### src/rtl/i2c_target_regs.sv
`timescale 1ns/1ps
// I2C target with a DEPTH x 8 register bank at DEV_ADDR; optional SCL/SDA glitch filter via I2C_TGT_GLITCH_FILTER_EN.
// Latency: pins seen 2 clk after a change (4 with the filter); sda_oe updates 1 clk after a seen SCL fall.
// Backpressure: none; SCL is never stretched and every committed byte produces exactly one wr_strobe.
module i2c_target_regs #(
    parameter logic [6:0] DEV_ADDR = 7'h39,
    parameter int         DEPTH    = 64
) (
    input  logic       clk,
    input  logic       rstn,
    input  logic       scl_i,
    input  logic       sda_i,
    output logic       sda_oe,
    input  logic [7:0] loc_addr,
    output logic [7:0] loc_rdata,
    output logic       wr_strobe,
    output logic [7:0] wr_addr,
    output logic [7:0] wr_data,
    output logic       busy
);

    localparam int AW = (DEPTH > 1) ? $clog2(DEPTH) : 1;

    typedef enum logic [3:0] {
        IDLE, DEVADDR, DEVACK, REGADDR, REGACK, WRDATA, WRACK, RDDATA, RDACK, IGNORE
    } state_t;

    logic [1:0] scl_sync, sda_sync;
    logic       scl_c, sda_c;
    logic       scl_q, sda_q;
    logic       scl_rise, scl_fall, start_det, stop_det;

    state_t     state, state_n;
    logic [3:0] bit_cnt, cnt_n;
    logic [7:0] shift, shift_n;
    logic [7:0] ptr, ptr_n;
    logic       oe_n;
    logic       wr_en;
    logic [7:0] rd_byte;
    logic [7:0] regs [DEPTH];

    // Synchronizers reset to the idle-high bus level so reset release never looks like an edge.
    always_ff @(posedge clk or negedge rstn) begin
        if (!rstn) begin
            scl_sync <= 2'b11;
            sda_sync <= 2'b11;
        end else begin
            scl_sync <= {scl_sync[0], scl_i};
            sda_sync <= {sda_sync[0], sda_i};
        end
    end

`ifdef I2C_TGT_GLITCH_FILTER_EN
    logic scl_pend, sda_pend;

    // A differing sample must persist for a further two clk before the conditioned line follows.
    always_ff @(posedge clk or negedge rstn) begin
        if (!rstn) begin
            scl_c    <= 1'b1;
            sda_c    <= 1'b1;
            scl_pend <= 1'b0;
            sda_pend <= 1'b0;
        end else begin
            if (scl_sync[1] == scl_c) begin
                scl_pend <= 1'b0;
            end else if (scl_pend) begin
                scl_c    <= scl_sync[1];
                scl_pend <= 1'b0;
            end else begin
                scl_pend <= 1'b1;
            end
            if (sda_sync[1] == sda_c) begin
                sda_pend <= 1'b0;
            end else if (sda_pend) begin
                sda_c    <= sda_sync[1];
                sda_pend <= 1'b0;
            end else begin
                sda_pend <= 1'b1;
            end
        end
    end
`else
    assign scl_c = scl_sync[1];
    assign sda_c = sda_sync[1];
`endif

    always_ff @(posedge clk or negedge rstn) begin
        if (!rstn) begin
            scl_q <= 1'b1;
            sda_q <= 1'b1;
        end else begin
            scl_q <= scl_c;
            sda_q <= sda_c;
        end
    end

    assign scl_rise  = scl_c & ~scl_q;
    assign scl_fall  = ~scl_c & scl_q;
    assign start_det = scl_c & scl_q & sda_q & ~sda_c;
    assign stop_det  = scl_c & scl_q & ~sda_q & sda_c;

    assign rd_byte   = regs[ptr[AW-1:0]];
    assign loc_rdata = regs[loc_addr[AW-1:0]];

    always_comb begin
        state_n = state;
        cnt_n   = bit_cnt;
        shift_n = shift;
        ptr_n   = ptr;
        oe_n    = sda_oe;
        wr_en   = 1'b0;
        if (stop_det) begin
            state_n = IDLE;
            cnt_n   = '0;
            oe_n    = 1'b0;
        end else if (start_det) begin
            state_n = DEVADDR;
            cnt_n   = '0;
            oe_n    = 1'b0;
        end else begin
            case (state)
                DEVADDR, REGADDR, WRDATA: begin
                    if (scl_rise) begin
                        shift_n = {shift[6:0], sda_c};
                        cnt_n   = bit_cnt + 4'd1;
                    end else if (scl_fall && bit_cnt == 4'd8) begin
                        // This fall opens the ACK slot for the byte just shifted in.
                        cnt_n = '0;
                        oe_n  = 1'b1;
                        if (state == DEVADDR) begin
                            if (shift[7:1] == DEV_ADDR) begin
                                state_n = DEVACK;
                            end else begin
                                state_n = IGNORE;
                                oe_n    = 1'b0;
                            end
                        end else if (state == REGADDR) begin
                            ptr_n   = shift;
                            state_n = REGACK;
                        end else begin
                            wr_en   = 1'b1;
                            ptr_n   = ptr + 8'd1;
                            state_n = WRACK;
                        end
                    end
                end
                DEVACK: begin
                    if (scl_fall) begin
                        if (shift[0]) begin
                            state_n = RDDATA;
                            shift_n = rd_byte;
                            oe_n    = ~rd_byte[7];
                        end else begin
                            state_n = REGADDR;
                            oe_n    = 1'b0;
                        end
                    end
                end
                REGACK, WRACK: begin
                    if (scl_fall) begin
                        state_n = WRDATA;
                        oe_n    = 1'b0;
                    end
                end
                RDDATA: begin
                    if (scl_rise) begin
                        cnt_n = bit_cnt + 4'd1;
                    end else if (scl_fall) begin
                        if (bit_cnt == 4'd8) begin
                            state_n = RDACK;
                            cnt_n   = '0;
                            oe_n    = 1'b0;
                        end else begin
                            shift_n = {shift[6:0], 1'b0};
                            oe_n    = ~shift[6];
                        end
                    end
                end
                RDACK: begin
                    // bit_cnt == 1 marks an ACK already sampled; the following fall starts the next byte.
                    if (scl_rise) begin
                        if (sda_c) begin
                            state_n = IGNORE;
                        end else begin
                            ptr_n = ptr + 8'd1;
                            cnt_n = 4'd1;
                        end
                    end else if (scl_fall && bit_cnt == 4'd1) begin
                        state_n = RDDATA;
                        cnt_n   = '0;
                        shift_n = rd_byte;
                        oe_n    = ~rd_byte[7];
                    end
                end
                default: ;
            endcase
        end
    end

    always_ff @(posedge clk or negedge rstn) begin
        if (!rstn) begin
            state     <= IDLE;
            bit_cnt   <= '0;
            shift     <= '0;
            ptr       <= '0;
            sda_oe    <= 1'b0;
            wr_strobe <= 1'b0;
            wr_addr   <= '0;
            wr_data   <= '0;
            busy      <= 1'b0;
        end else begin
            state     <= state_n;
            bit_cnt   <= cnt_n;
            shift     <= shift_n;
            ptr       <= ptr_n;
            sda_oe    <= oe_n;
            wr_strobe <= wr_en;
            if (wr_en) begin
                wr_addr <= ptr;
                wr_data <= shift;
            end
            if (start_det) begin
                busy <= 1'b1;
            end else if (stop_det) begin
                busy <= 1'b0;
            end
        end
    end

    always_ff @(posedge clk or negedge rstn) begin
        if (!rstn) begin
            for (int i = 0; i < DEPTH; i++) begin
                regs[i] <= '0;
            end
        end else if (wr_en) begin
            regs[ptr[AW-1:0]] <= shift;
        end
    end

endmodule

### config.mk
export PLATFORM = sky130hd
export DESIGN_NAME = i2c_target_regs
export DESIGN_NICKNAME = d
export VERILOG_FILES = /design/src/rtl/i2c_target_regs.sv
export SDC_FILE = /design/constraint.sdc
export NUM_CORES = 1
export LEC_CHECK = 0
export BUFFER_PORTS_ARGS = -buffer_cell sky130_fd_sc_hd__buf_2
export CAP_MARGIN = 20
export CELL_PAD_IN_SITES_DETAIL_PLACEMENT = 1
export CELL_PAD_IN_SITES_GLOBAL_PLACEMENT = 2
export CORE_MARGIN = 4
export CORE_UTILIZATION = 26
export DETAILED_ROUTE_END_ITERATION = 16
export PLACE_DENSITY = 0.57
export SLEW_MARGIN = 20
export SYNTH_ARGS = -nofsm -noshare
export SYNTH_HDL_FRONTEND = slang
export SYNTH_SLANG_ARGS = --single-unit
export TNS_END_PERCENT = 10
### constraint.sdc
create_clock -name clk -period 5.8 [get_ports clk]
set_input_delay 0.29 -clock clk [delete_from_list [all_inputs] [get_ports clk]]
set_output_delay 0.29 -clock clk [all_outputs]
set_load 0.01 [all_outputs]
---- Yosys cells after proc, flatten, opt, wreduce, memory -nomap -nowiden ----
Index checks and enable logic that the tools add are counted.
cells by class
  $add $sub $neg .......................... 2
  shifts and indexed selects .............. 0
  div/mod/pow operators ................... 0
  reduce and logical (&&, ||, !) cells .... 16
  multiplexer cells ....................... 77
  eq/ne operators ......................... 39
  multiply operators ...................... 0
  bitwise logic cells ..................... 17
  magnitude comparators ................... 3
operators with widths
  kind                   number
  $bwmux W512            1
  $mux W8                19
  $bmux W8 S6            2
  $mux W4                24
  $demux W8 S6           1
  $ne A4 B4 Y1 const B   9
  $pmux W8 S4            1
  $ne A5 B5 Y1 const B   6
  $ne A2 B2 Y1 const B   13
  $mux W1                23
  $pmux W4 S5            1
  $reduce_and A10 Y1     2
  $eq A4 B3 Y1 const B   4
  $pmux W8 S2            1
  $ge A7 B7 Y1 const B   2
  $not A6 Y7             2
  $pmux W4 S3            1
  $reduce_and A11 Y1     1
  $reduce_and A9 Y1      1
  $add A8 B1 Y8 const B  1
  $eq A4 B1 Y1 const B   2
  $eq A4 B2 Y1 const B   2
  $eq A4 B4 Y1 const B   2
  $not A1 Y1             8
  16 further kinds       25
word-level totals
  bits in writable memories ............... 0
  ROM bits ................................ 0
  memories ................................ 0
  output and inout port bits .............. 27
  bits in latches ......................... 0
  register bits ........................... 561

---- Logic depth before layout (Yosys ltp) ----
Gate-level depths: netlist of run 1.
  depth after elaboration ................. 10
  mapped depth ............................ 11
  gate-level depth less buffers ........... 9

---- Worst setup path after synthesis of run 1 ----
OpenSTA, ideal clock, no wires.
  kind .................................... input -> output
  start point ............................. input loc_addr[0]
  end point ............................... output loc_rdata[0]
  arrival time ............................ 2489 ps
  stages .................................. 7
  setup slack ............................. 3021 ps
  required time ........................... 5510 ps
  path through ............................ buf_2 > buf_1 > mux4_2 > mux4_2 > mux2_2 > nand2_1 > o21ai_0
between the ends
  word-level cells in the longest chain between the ends .. 4
RTL lines
  item                                         RTL line  text
  start: declaration                           14        input logic [7:0] loc_addr,
  $not A6 Y7 (not written as such)             103       assign loc_rdata = regs[loc_addr[AW-1:0]];
  $bmux W8 S6                                  103
  $mux W8 (not written as such) (2 in series)  103
  end: declaration                             15        output logic [7:0] loc_rdata,
No other way between the ends. The select of a mux whose other input is x is not followed.

---- Final worst setup path of run 1 ----
  start point ............................. register bit_cnt[0]
  end point ............................... register regs[317] (netlist name)
between the ends
  word-level cells in the longest chain between the ends .. 7
RTL lines
  item                            RTL line  text
  start: declaration              34        logic [3:0] bit_cnt, cnt_n;
  start signal: assignment        213       bit_cnt <= cnt_n;
  $eq A4 B4 Y1                    126       end else if (scl_fall && bit_cnt == 4'd8) begin
  $logic_and A1 B1 Y1             126
  $mux W1                         126
  $mux W1                         123       if (scl_rise) begin
  $mux W1                         121       case (state)
  $mux W1                         116       end else if (start_det) begin
  $mux W1                         112       if (stop_det) begin
  end signal: indexed assignment  236       regs[ptr[AW-1:0]] <= shift;
  end: declaration                40        logic [7:0] regs [DEPTH];
No other way between the ends.
A chain may end at the register's enable or synchronous reset.

==> impl_metrics.env, run 1 <==
export IMPL_status="complete, no violations"
export IMPL_drc=0
export IMPL_synth_area_top_cells="dfrtp_1 (46%), mux2_2 (20%), mux4_2 (13%), mux2i_1 (3.0%), a22oi_1 (2.1%)"
export IMPL_synthesis_nets=2294
export IMPL_clock_fmax_mhz=248
export IMPL_cp_common_cell="nand2_1"
export IMPL_drv_cap=0
export IMPL_slew_headroom_pct=25.4
export IMPL_cts_sinks=561
export IMPL_cp_slowest_cell="nor4_1"
export IMPL_area_growth_pct=14.4
export IMPL_initial_core_util_pct=26.2
export IMPL_startpoint_type="flop"
export IMPL_rsz0062_at_grt="no"
export IMPL_fin_skew_ns=0.0436
export IMPL_wl_per_cell_um=30.8
export IMPL_antenna_found_initial=6
export IMPL_layout_drive_gt1_share_pct=43.2
export IMPL_cp_end_kind="flop"
export IMPL_hold_path_depth=2
export IMPL_dp_cells=3683
export IMPL_peakVddDrop_mv=0.282
export IMPL_clock_path_buffers=3
export IMPL_die_w_um=348
export IMPL_postRouteWirelength_mm=118
export IMPL_yosysSeqAreaShare_pct=46.7
export IMPL_synth_most_common_cell="dfrtp_1"
export IMPL_period_minus_slack_ns=4.04
export IMPL_globalplace_congestion=0.845
export IMPL_grt_overflow=0
export IMPL_setup_tns_final_ns=0
export IMPL_nNetsFinal=2264
export IMPL_setup_viol=0
export IMPL_grt_max_degree=172
export IMPL_vias=20946
export IMPL_clkTransAtPathRegs_ns=0.06
export IMPL_ant_nets=0
export IMPL_netlist_area_um2=30100
export IMPL_postSynthCellCount=2275
export IMPL_final_area_um2=34400
export IMPL_hpwl_mm=76.8
export IMPL_synth_commonest_cells="dfrtp_1 (555), mux2_2 (529), mux4_2 (179), clkbuf_1 (144), nand2_1 (117)"
export IMPL_hold_violations=0
export IMPL_synth_flop_cell="dfrtp_1"
export IMPL_die_h_um=348
export IMPL_r2r_end="regs[317]$_DFFE_PN0P_"
export IMPL_numCtsBuffers=69
export IMPL_crit_required_ns=6.29
export IMPL_cts_tree="done"
export IMPL_htree_levels=3
export IMPL_post_dp_cell_area_um2=32000
export IMPL_gr_usage_all_layers_pct=19.2
export IMPL_hold_path_end="scl_sync[0]$_DFF_PN1_"
export IMPL_finalCritPeriodShare_pct=69.6
export IMPL_synth_edff_count=0
export IMPL_r2r_start="bit_cnt[0]$_DFFE_PN0P_"
export IMPL_grt_pass1_vias=22338
export IMPL_finalPower_mw=10.6
export IMPL_fp_row_count=124
export IMPL_drtPass1Iterations=5
export IMPL_ys_types=67
export IMPL_avgSynthCellArea_um2=13.2
export IMPL_static_leakage_power_nw=14.9
export IMPL_core_area_um2=115000
export IMPL_vias_per_cell=5.49
export IMPL_crit_family="simple AND/OR/NAND/NOR gates"
export IMPL_worst_pin_slew_ns=1.11
export IMPL_netlist_area_leader_share_pct=46.2
export IMPL_drtIter0Drc=1629
export IMPL_clockRootBuffer="clkbuf_16"
export IMPL_powerDensity_nw_per_um2=309
export IMPL_ys_warn_count=0
export IMPL_cp_arrival_ns=4.53
export IMPL_reg2reg_depth=8
export IMPL_post_cts_resized=0
export IMPL_netlist_top_cell_by_area="dfrtp_1"
export IMPL_hp_start="scl_i"
export IMPL_async_reset_ff_share_pct=100
export IMPL_io_pins=39
export IMPL_crit_type="flop to flop"
export IMPL_cp_slowest_stage_delay_ns=0.79
export IMPL_die_area_um2=121000
export IMPL_insertion_delay_ns=0.63
export IMPL_maxSlewViolCount=0
export IMPL_hold_path_class="primary input to flop"
export IMPL_ys_ff_latch=561
export IMPL_crit_buf_inv=1
export IMPL_cp_cell_sequence="inv_1 -> ha_1 -> and3b_1 -> nand2_1 -> or4_4 -> nor4_1 -> nand2_1 -> mux2_2"
export IMPL_cp_max_fo=22
export IMPL_instances_no_fill=3812
export IMPL_reg2reg_setup_slack_ns=1.76
export IMPL_io_buffers=36
export IMPL_grt_pass1_wl_mm=170
-- layout by cell type (no fill, tap or decap), types with 36 or more instances in the layout --
master	instances
mux2_2	529
dfrtp_1	544
clkbuf_16	73
mux2i_1	90
a21oi_1	81
mux4_2	179
o21ai_0	75
nand2_1	117
buf_4	54
a221oi_1	58
a22oi_1	84
nor2_1	36
-- area by class of cell --
class                           instances  area, µm²
Timing Repair Buffer                  103        827
Fill cell                           12191      80100
Tap cell                             1512       1890
Clock inverter                         22        299
Multi-Input combinational cell       1502      15200
Clock buffer                          101       2040
Antenna cell                            3       7.51
Inverter                                8       30.0
Sequential cell                       561      14100
-- worst reg2reg max path, cell delays in order (launching register included) --
cell     delay (ns)
dfrtp_1        0.43
inv_1          0.10
ha_1           0.16
and3b_1        0.27
nand2_1        0.17
or4_4          0.78
nor4_1         0.82
nand2_1        0.71
mux2_2         0.48
-- kinds of logic (layout without fill, tap and decap cells) --
family / Yosys count / in the layout / share of synthesized area [%]
DFF: 561 / 561 / 46.7
other: 0 / 3 / 0
AOI/OAI and AO/OA: 389 / 389 / 8.63
muxes: 802 / 802 / 36.4
and+or+nand+nor: 301 / 301 / 5.07
adders and majority gates: 7 / 7 / 0.291
buffers and inverters: 212 / 234 / 2.79
xor gates and xnor gates: 3 / 3 / 0.0875
-- per-layer routing --
layer	up-vias	GRT usage, %	part of all wire (%)	wire (µm)
met4	2	4.78	2.2	2610
met2	539	31.7	48	55900
met3	131	3.42	5.1	6040
met1	11589	26.3	45	53000
li1	8685	-	-	-
met5	-	0	0.010	12
-- worst max path at each step --
stage	slack [ns]	to	cells after the start	startpoint
after floorplan	3.02	loc_rdata[0]	7	loc_addr[0]
after global routing	1.57	regs[312]$_DFFE_PN0P_	8	bit_cnt[0]$_DFFE_PN0P_
after CTS	1.81	regs[317]$_DFFE_PN0P_	8	bit_cnt[0]$_DFFE_PN0P_
final	1.76	regs[317]$_DFFE_PN0P_	8	bit_cnt[0]$_DFFE_PN0P_
after detailed placement	1.84	regs[312]$_DFFE_PN0P_	8	bit_cnt[0]$_DFFE_PN0P_
after global placement	1.86	regs[286]$_DFFE_PN0P_	9	bit_cnt[0]$_DFFE_PN0P_
-- through the flow --
| stage | hold WS (ns) | setup slack, ns | utilization [%] |
|---|---|---|---|
| after floorplan | -0.00559 | 3.02 | - |
| after CTS | 0.284 | 1.81 | 30.0 |
| final | 0.318 | 1.76 | 30.0 |
| after global placement | 0.350 | 1.86 | 28.0 |
| after detailed placement | 0.356 | 1.84 | 28.0 |
| after global routing | 0.299 | 1.57 | 30.0 |
-- repair_timing --
| action | CTS | global route |
|---|---|---|
| hold buffers | 3 | 0 |
| hold endpoints to repair | 80 | 0 |
| setup buffers | 0 | 0 |
-- power breakdown --
group | internal [mW] | total [mW] | switching [mW]
clock | 2.71 | 4.51 | 1.80
sequential | 3.97 | 4.14 | 0.173
combinational | 0.508 | 1.98 | 1.48
total | 7.19 | 10.6 | 3.45
-- state kept, by name (all words and copies together), names as in the netlist --
signal / count
regs: 512
scl_q: 1
wr_addr: 8
sda_sync: 2
sda_oe: 1
shift: 8
ptr: 8
sda_q: 1
bit_cnt: 4
wr_strobe: 1
busy: 1
state: 4
scl_sync: 2
wr_data: 8
Power figures use the tool's default switching activity.
==> run 2: changes to the inputs <==
--- a/config.mk
+++ b/config.mk
@@ -12,7 +12,7 @@
 export CORE_MARGIN = 4
 export CORE_UTILIZATION = 26
 export DETAILED_ROUTE_END_ITERATION = 16
-export PLACE_DENSITY = 0.57
+export PLACE_DENSITY = 0.59
 export SLEW_MARGIN = 20
 export SYNTH_ARGS = -nofsm -noshare
 export SYNTH_HDL_FRONTEND = slang
==> constraint.sdc (replaced) <==
create_clock -name clk -period 3.5 [get_ports clk]
set_input_delay 0.175 -clock clk [delete_from_list [all_inputs] [get_ports clk]]
set_output_delay 0.175 -clock clk [all_outputs]
set_load 0.01 [all_outputs]
==> run 2 against run 1 <==
Net effect: worst hold slack worse by 0.16 ns; sequential power is 63% higher; critical path depth is 3 higher; first-iteration DRC count is 14% higher; clock-buffer cell count is 4 lower; critical path type unchanged; total power is 65% higher; fmax is 20% higher; combinational power is 83% higher; register-to-register slack worse by 1.6 ns.
==> impl_metrics.env, run 2 (synthesis results as in run 1) <==
export IMPL_grt_pass1_vias=22914
export IMPL_vias_per_cell=5.50
export IMPL_layout_common_cells="dfrtp_1 (544), mux2_2 (529), mux4_2 (179), buf_4 (176), nand2_1 (117)"
export IMPL_clockRootBuffer="clkbuf_16"
export IMPL_hpwl_mm=80.5
export IMPL_vias=21695
export IMPL_peakVddDrop_mv=0.308
export IMPL_ant_nets=0
export IMPL_fp_row_count=124
export IMPL_highest_layer="met5"
export IMPL_clock_fmax_mhz=296
export IMPL_nNetsFinal=2401
export IMPL_cp_cell_sequence="inv_1 -> ha_1 -> and3b_1 -> nand2_1 -> or2_2 -> nor3_4 -> buf_12 -> and3_1 -> buf_12 -> nand2_1 -> mux2_2"
export IMPL_cp_max_fo=23
export IMPL_period_minus_slack_ns=3.37
export IMPL_setup_viol=0
export IMPL_cp_end_kind="flop"
export IMPL_grt_pass1_wl_mm=172
export IMPL_cts_tree="done"
export IMPL_grt_max_degree=105
export IMPL_met3_length_mm=6.57
export IMPL_htree_levels=3
export IMPL_insertion_delay_ns=0.64
export IMPL_wl_met2_mm=54.9
export IMPL_clock_path_buffers=3
export IMPL_regMostFlops="regs"
export IMPL_setup_tns_final_ns=0
export IMPL_drc=0
export IMPL_cp_depth=11
export IMPL_die_w_um=348
export IMPL_drtIter0Drc=1854
export IMPL_clkTransAtPathRegs_ns=0.06
export IMPL_status="complete, no violations"
export IMPL_grt_overflow=0
export IMPL_numCtsBuffers=69
export IMPL_antenna_found_initial=6
export IMPL_gr_usage_all_layers_pct=19.3
export IMPL_maxSlewViolCount=0
export IMPL_die_h_um=348
export IMPL_finalPower_mw=17.6
export IMPL_rsz0062_at_grt="no"
export IMPL_fin_skew_ns=0.0226
export IMPL_largest_reg_flops=512
export IMPL_cts_sinks=561
export IMPL_io_buffers=36
export IMPL_area_growth_pct=18.1
export IMPL_cp_arrival_ns=3.88
export IMPL_core_area_um2=115000
export IMPL_postRouteWirelength_mm=118
export IMPL_wl_per_cell_um=29.9
export IMPL_worst_pin_slew_ns=0.929
export IMPL_layout_drive_gt1_share_pct=46.3
export IMPL_hold_violations=0
export IMPL_crit_family="simple AND/OR/NAND/NOR gates"
export IMPL_startpoint_type="flop"
export IMPL_static_leakage_power_nw=15.6
export IMPL_hold_path_class="primary input to asynchronous set/reset pin"
export IMPL_powerDensity_nw_per_um2=495
export IMPL_cp_slowest_stage_delay_ns=0.43
export IMPL_cp_slowest_cell="dfrtp_1"
export IMPL_io_pins=39
export IMPL_drt_met1_wl_mm=52.2
export IMPL_crit_type="flop to flop"
export IMPL_drv_cap=0
export IMPL_globalplace_congestion=0.882
export IMPL_reg2reg_depth=11
export IMPL_finalCritPeriodShare_pct=96.4
export IMPL_die_area_um2=121000
export IMPL_reg2reg_setup_slack_ns=0.13
export IMPL_initial_core_util_pct=26.2
export IMPL_final_common_cell="dfrtp_1"
export IMPL_crit_required_ns=4.01
export IMPL_slew_headroom_pct=37.8
export IMPL_crit_buf_inv=3
export IMPL_drtPass1Iterations=5
run 2: metrics by stage:
stage / setup WS (ns) / cells / hold slack, ns / utilization [%] / area [µm²]
floorplan: 0.834 / 2275 / -0.121 / - / 30100
detailed placement: 0.144 / 3820 / 0.245 / 29.0 / 33200
finish: 0.127 / 3946 / 0.158 / 31.0 / 35500
global placement: 0.205 / 3820 / 0.224 / 29.0 / 33200
global route: 0.0163 / 3944 / 0.201 / 31.0 / 35500
CTS: 0.130 / 3944 / 0.162 / 31.0 / 35500
run 2: final timing paths:
path / startpoint / to
max: bit_cnt[0]$_DFFE_PN0P_ / regs[462]$_DFFE_PN0P_
min: rstn / regs[12]$_DFFE_PN0P_
max reg2reg: bit_cnt[0]$_DFFE_PN0P_ / regs[462]$_DFFE_PN0P_
min reg2reg: sda_sync[0]$_DFF_PN1_ / sda_sync[1]$_DFF_PN1_
max in group asynchronous: rstn / regs[494]$_DFFE_PN0P_
min in group clk: scl_i / scl_sync[0]$_DFF_PN1_
run 2: cell type report:
type                            instances  area [µm²]
Antenna cell                            2        5.00
Clock buffer                           97        1990
Clock inverter                         24         253
Fill cell                           12175       79000
Inverter                                8        30.0
Multi-Input combinational cell       1502       15200
Sequential cell                       561       14100
Tap cell                             1512        1890
Timing Repair Buffer                  240        2060
run 2: worst reg2reg max path, stage by stage, from the launching register on:
cell and delay [ns]:
dfrtp_1 0.43, inv_1 0.10, ha_1 0.14, and3b_1 0.27
nand2_1 0.18, or2_2 0.35, nor3_4 0.23, buf_12 0.22
and3_1 0.36, buf_12 0.18, nand2_1 0.37, mux2_2 0.42
run 2: metal layers:
metal / global-route usage [%] / vias up
met1: 26.7 / 11840
met5: 0 / -
li1: - / 8948
met2: 30.7 / 702
met4: 7.23 / 4
met3: 3.08 / 201
run 2: power breakdown:
group,leakage (nW),internal (mW),switching (mW),total (mW)
registers,7.79,6.57,0.165,6.74
logic,6.66,1.03,2.58,3.62
clock network,1.11,4.26,2.97,7.22
run 2: timing repair:
| item | in CTS | in global routing |
|---|---|---|
| buffers inserted | 0 | 0 |
| hold buffers | 3 | 0 |
| gates resized for setup | 0 | 0 |
| hold endpoints to repair | 62 | 0 |
==> run 3: changes to the inputs <==
--- a/config.mk
+++ b/config.mk
@@ -10,9 +10,9 @@
 export CELL_PAD_IN_SITES_DETAIL_PLACEMENT = 1
 export CELL_PAD_IN_SITES_GLOBAL_PLACEMENT = 2
 export CORE_MARGIN = 4
-export CORE_UTILIZATION = 26
+export CORE_UTILIZATION = 42
 export DETAILED_ROUTE_END_ITERATION = 16
-export PLACE_DENSITY = 0.59
+export PLACE_DENSITY = 0.84
 export SLEW_MARGIN = 20
 export SYNTH_ARGS = -nofsm -noshare
 export SYNTH_HDL_FRONTEND = slang
==> run 3 against run 2 <==
Net effect: routed wire length fell by 9.4%; first-iteration DRC count is 14% higher; sequential share of layout area is 1.2 points higher; utilization up 18 points; critical path type unchanged.
==> impl_metrics.env, run 3 (synthesis results as in run 1) <==
export IMPL_io_pins=39
export IMPL_grt_pass1_wl_mm=160
export IMPL_regMostFlops="regs"
export IMPL_hold_violations=0
export IMPL_period_minus_slack_ns=3.34
export IMPL_crit_required_ns=3.97
export IMPL_final_common_cell="dfrtp_1"
export IMPL_grt_overflow=0
export IMPL_drv_cap=0
export IMPL_powerDensity_nw_per_um2=497
export IMPL_core_area_um2=70500
export IMPL_initial_core_util_pct=42.6
export IMPL_reg2reg_depth=9
export IMPL_status="complete, no violations"
export IMPL_maxSlewViolCount=0
export IMPL_layout_drive_gt1_share_pct=45.6
export IMPL_cp_arrival_ns=3.81
export IMPL_grt_max_degree=102
export IMPL_reg2reg_setup_slack_ns=0.16
export IMPL_area_growth_pct=14.6
export IMPL_grt_pass1_vias=23141
export IMPL_cp_max_fo=21
export IMPL_nNetsFinal=2370
export IMPL_htree_levels=3
export IMPL_insertion_delay_ns=0.62
export IMPL_antenna_found_initial=6
export IMPL_clock_fmax_mhz=300
export IMPL_numCtsBuffers=66
export IMPL_r2r_start="ptr[0]$_DFFE_PN0P_"
export IMPL_setup_viol=0
export IMPL_postRouteWirelength_mm=107
export IMPL_drc=0
export IMPL_fin_skew_ns=0.0242
export IMPL_crit_type="flop to flop"
export IMPL_final_area_um2=34400
export IMPL_clockRootBuffer="clkbuf_16"
export IMPL_static_leakage_power_nw=15.4
export IMPL_setup_tns_final_ns=0
export IMPL_clock_path_buffers=3
export IMPL_gr_usage_all_layers_pct=28.3
export IMPL_clkTransAtPathRegs_ns=0.06
export IMPL_cts_sinks=561
export IMPL_globalplace_congestion=0.960
export IMPL_ant_nets=0
export IMPL_hpwl_mm=71.5
export IMPL_layout_common_cells="dfrtp_1 (544), mux2_2 (529), mux4_2 (179), buf_4 (151), nand2_1 (116)"
export IMPL_vias=21998
export IMPL_finalCritPeriodShare_pct=95.3
export IMPL_rsz0062_at_grt="no"
export IMPL_r2r_end="shift[1]$_DFFE_PN0P_"
export IMPL_startpoint_type="flop"
export IMPL_hold_path_class="primary input to asynchronous set/reset pin"
export IMPL_drtPass1Iterations=6
export IMPL_slew_headroom_pct=34.8
export IMPL_drtIter0Drc=2111
export IMPL_die_w_um=275
export IMPL_die_h_um=275
export IMPL_post_dp_cell_area_um2=32300
export IMPL_cts_tree="done"
export IMPL_wl_per_cell_um=32.0
export IMPL_die_area_um2=75900
export IMPL_cp_end_kind="flop"
export IMPL_fp_row_count=97
export IMPL_worst_pin_slew_ns=0.978
export IMPL_peakVddDrop_mv=0.366
export IMPL_largest_reg_flops=512
export IMPL_io_buffers=36
export IMPL_vias_per_cell=6.59
## run 3: how the worst max path moves through the flow
stage | start | to | slack [ns] | depth (start not counted)
floorplan | sda_sync[1]$_DFF_PN1_ | regs[104]$_DFFE_PN0P_ | 0.83 | 7
detailed placement | bit_cnt[0]$_DFFE_PN0P_ | regs[505]$_DFFE_PN0P_ | 0.20 | 10
global placement | bit_cnt[0]$_DFFE_PN0P_ | regs[506]$_DFFE_PN0P_ | 0.27 | 10
global route | bit_cnt[0]$_DFFE_PN0P_ | regs[508]$_DFFE_PN0P_ | 0.006 | 10
finish | ptr[0]$_DFFE_PN0P_ | shift[1]$_DFFE_PN0P_ | 0.16 | 9
CTS | bit_cnt[0]$_DFFE_PN0P_ | regs[364]$_DFFE_PN0P_ | 0.21 | 8
## run 3: where the power goes
group          internal (mW)  total [mW]  switching [mW]
Combinational          0.975        3.42            2.44
Clock                   4.10        6.93            2.83
Sequential              6.57        6.77           0.195
## run 3: per-layer routing
layer,GRT usage [%],wire [µm],vias to the layer above
met3,7.11,9030,276
met2,44.5,49600,1029
li1,-,-,8898
met4,10.9,4620,6
met1,38.1,43600,11789
met5,0,41,-
## run 3: cell type report
class / count / area, µm²
clock buffers: 98 / 1970
fillers: 7022 / 36100
flip-flops and latches: 561 / 14100
diodes: 1 / 2.50
clock inverters: 16 / 170
repair buffers: 212 / 1810
well taps: 940 / 1180
inverters: 8 / 30.0
multi-input cells: 1502 / 15200
## run 3: through the flow
stage | utilization (%) | hold slack (ns) | cells | total power [mW] | setup slack (ns)
6_report | 48.8 | 0.227 | 3338 | 17.1 | 0.163
5_1_grt | 48.8 | 0.238 | 3337 | 17.7 | 0.00556
2_1_floorplan | - | -0.121 | 2275 | 8.64 | 0.834
3_3_place_gp | 45.7 | 0.297 | 3220 | 10.1 | 0.273
3_5_place_dp | 45.7 | 0.294 | 3220 | 10.2 | 0.202
4_1_cts | 48.8 | 0.210 | 3337 | 17.1 | 0.207
## run 3: critical path: stages, from the launching register on
cell and delay [ns]:
dfrtp_4 0.70, buf_4 0.24, mux4_2 0.52, mux2i_1 0.33, nor2_1 0.13, nor3_1 0.21
nand3_1 0.27, a2111oi_0 0.52, buf_4 0.19, o21ai_0 0.06
## run 3: repair_timing
action,4_1_cts,5_1_grt
setup endpoints to repair,0,2
hold buffers,3,0
setup buffers,0,0
hold endpoints to repair,87,0
gates resized for setup,0,1
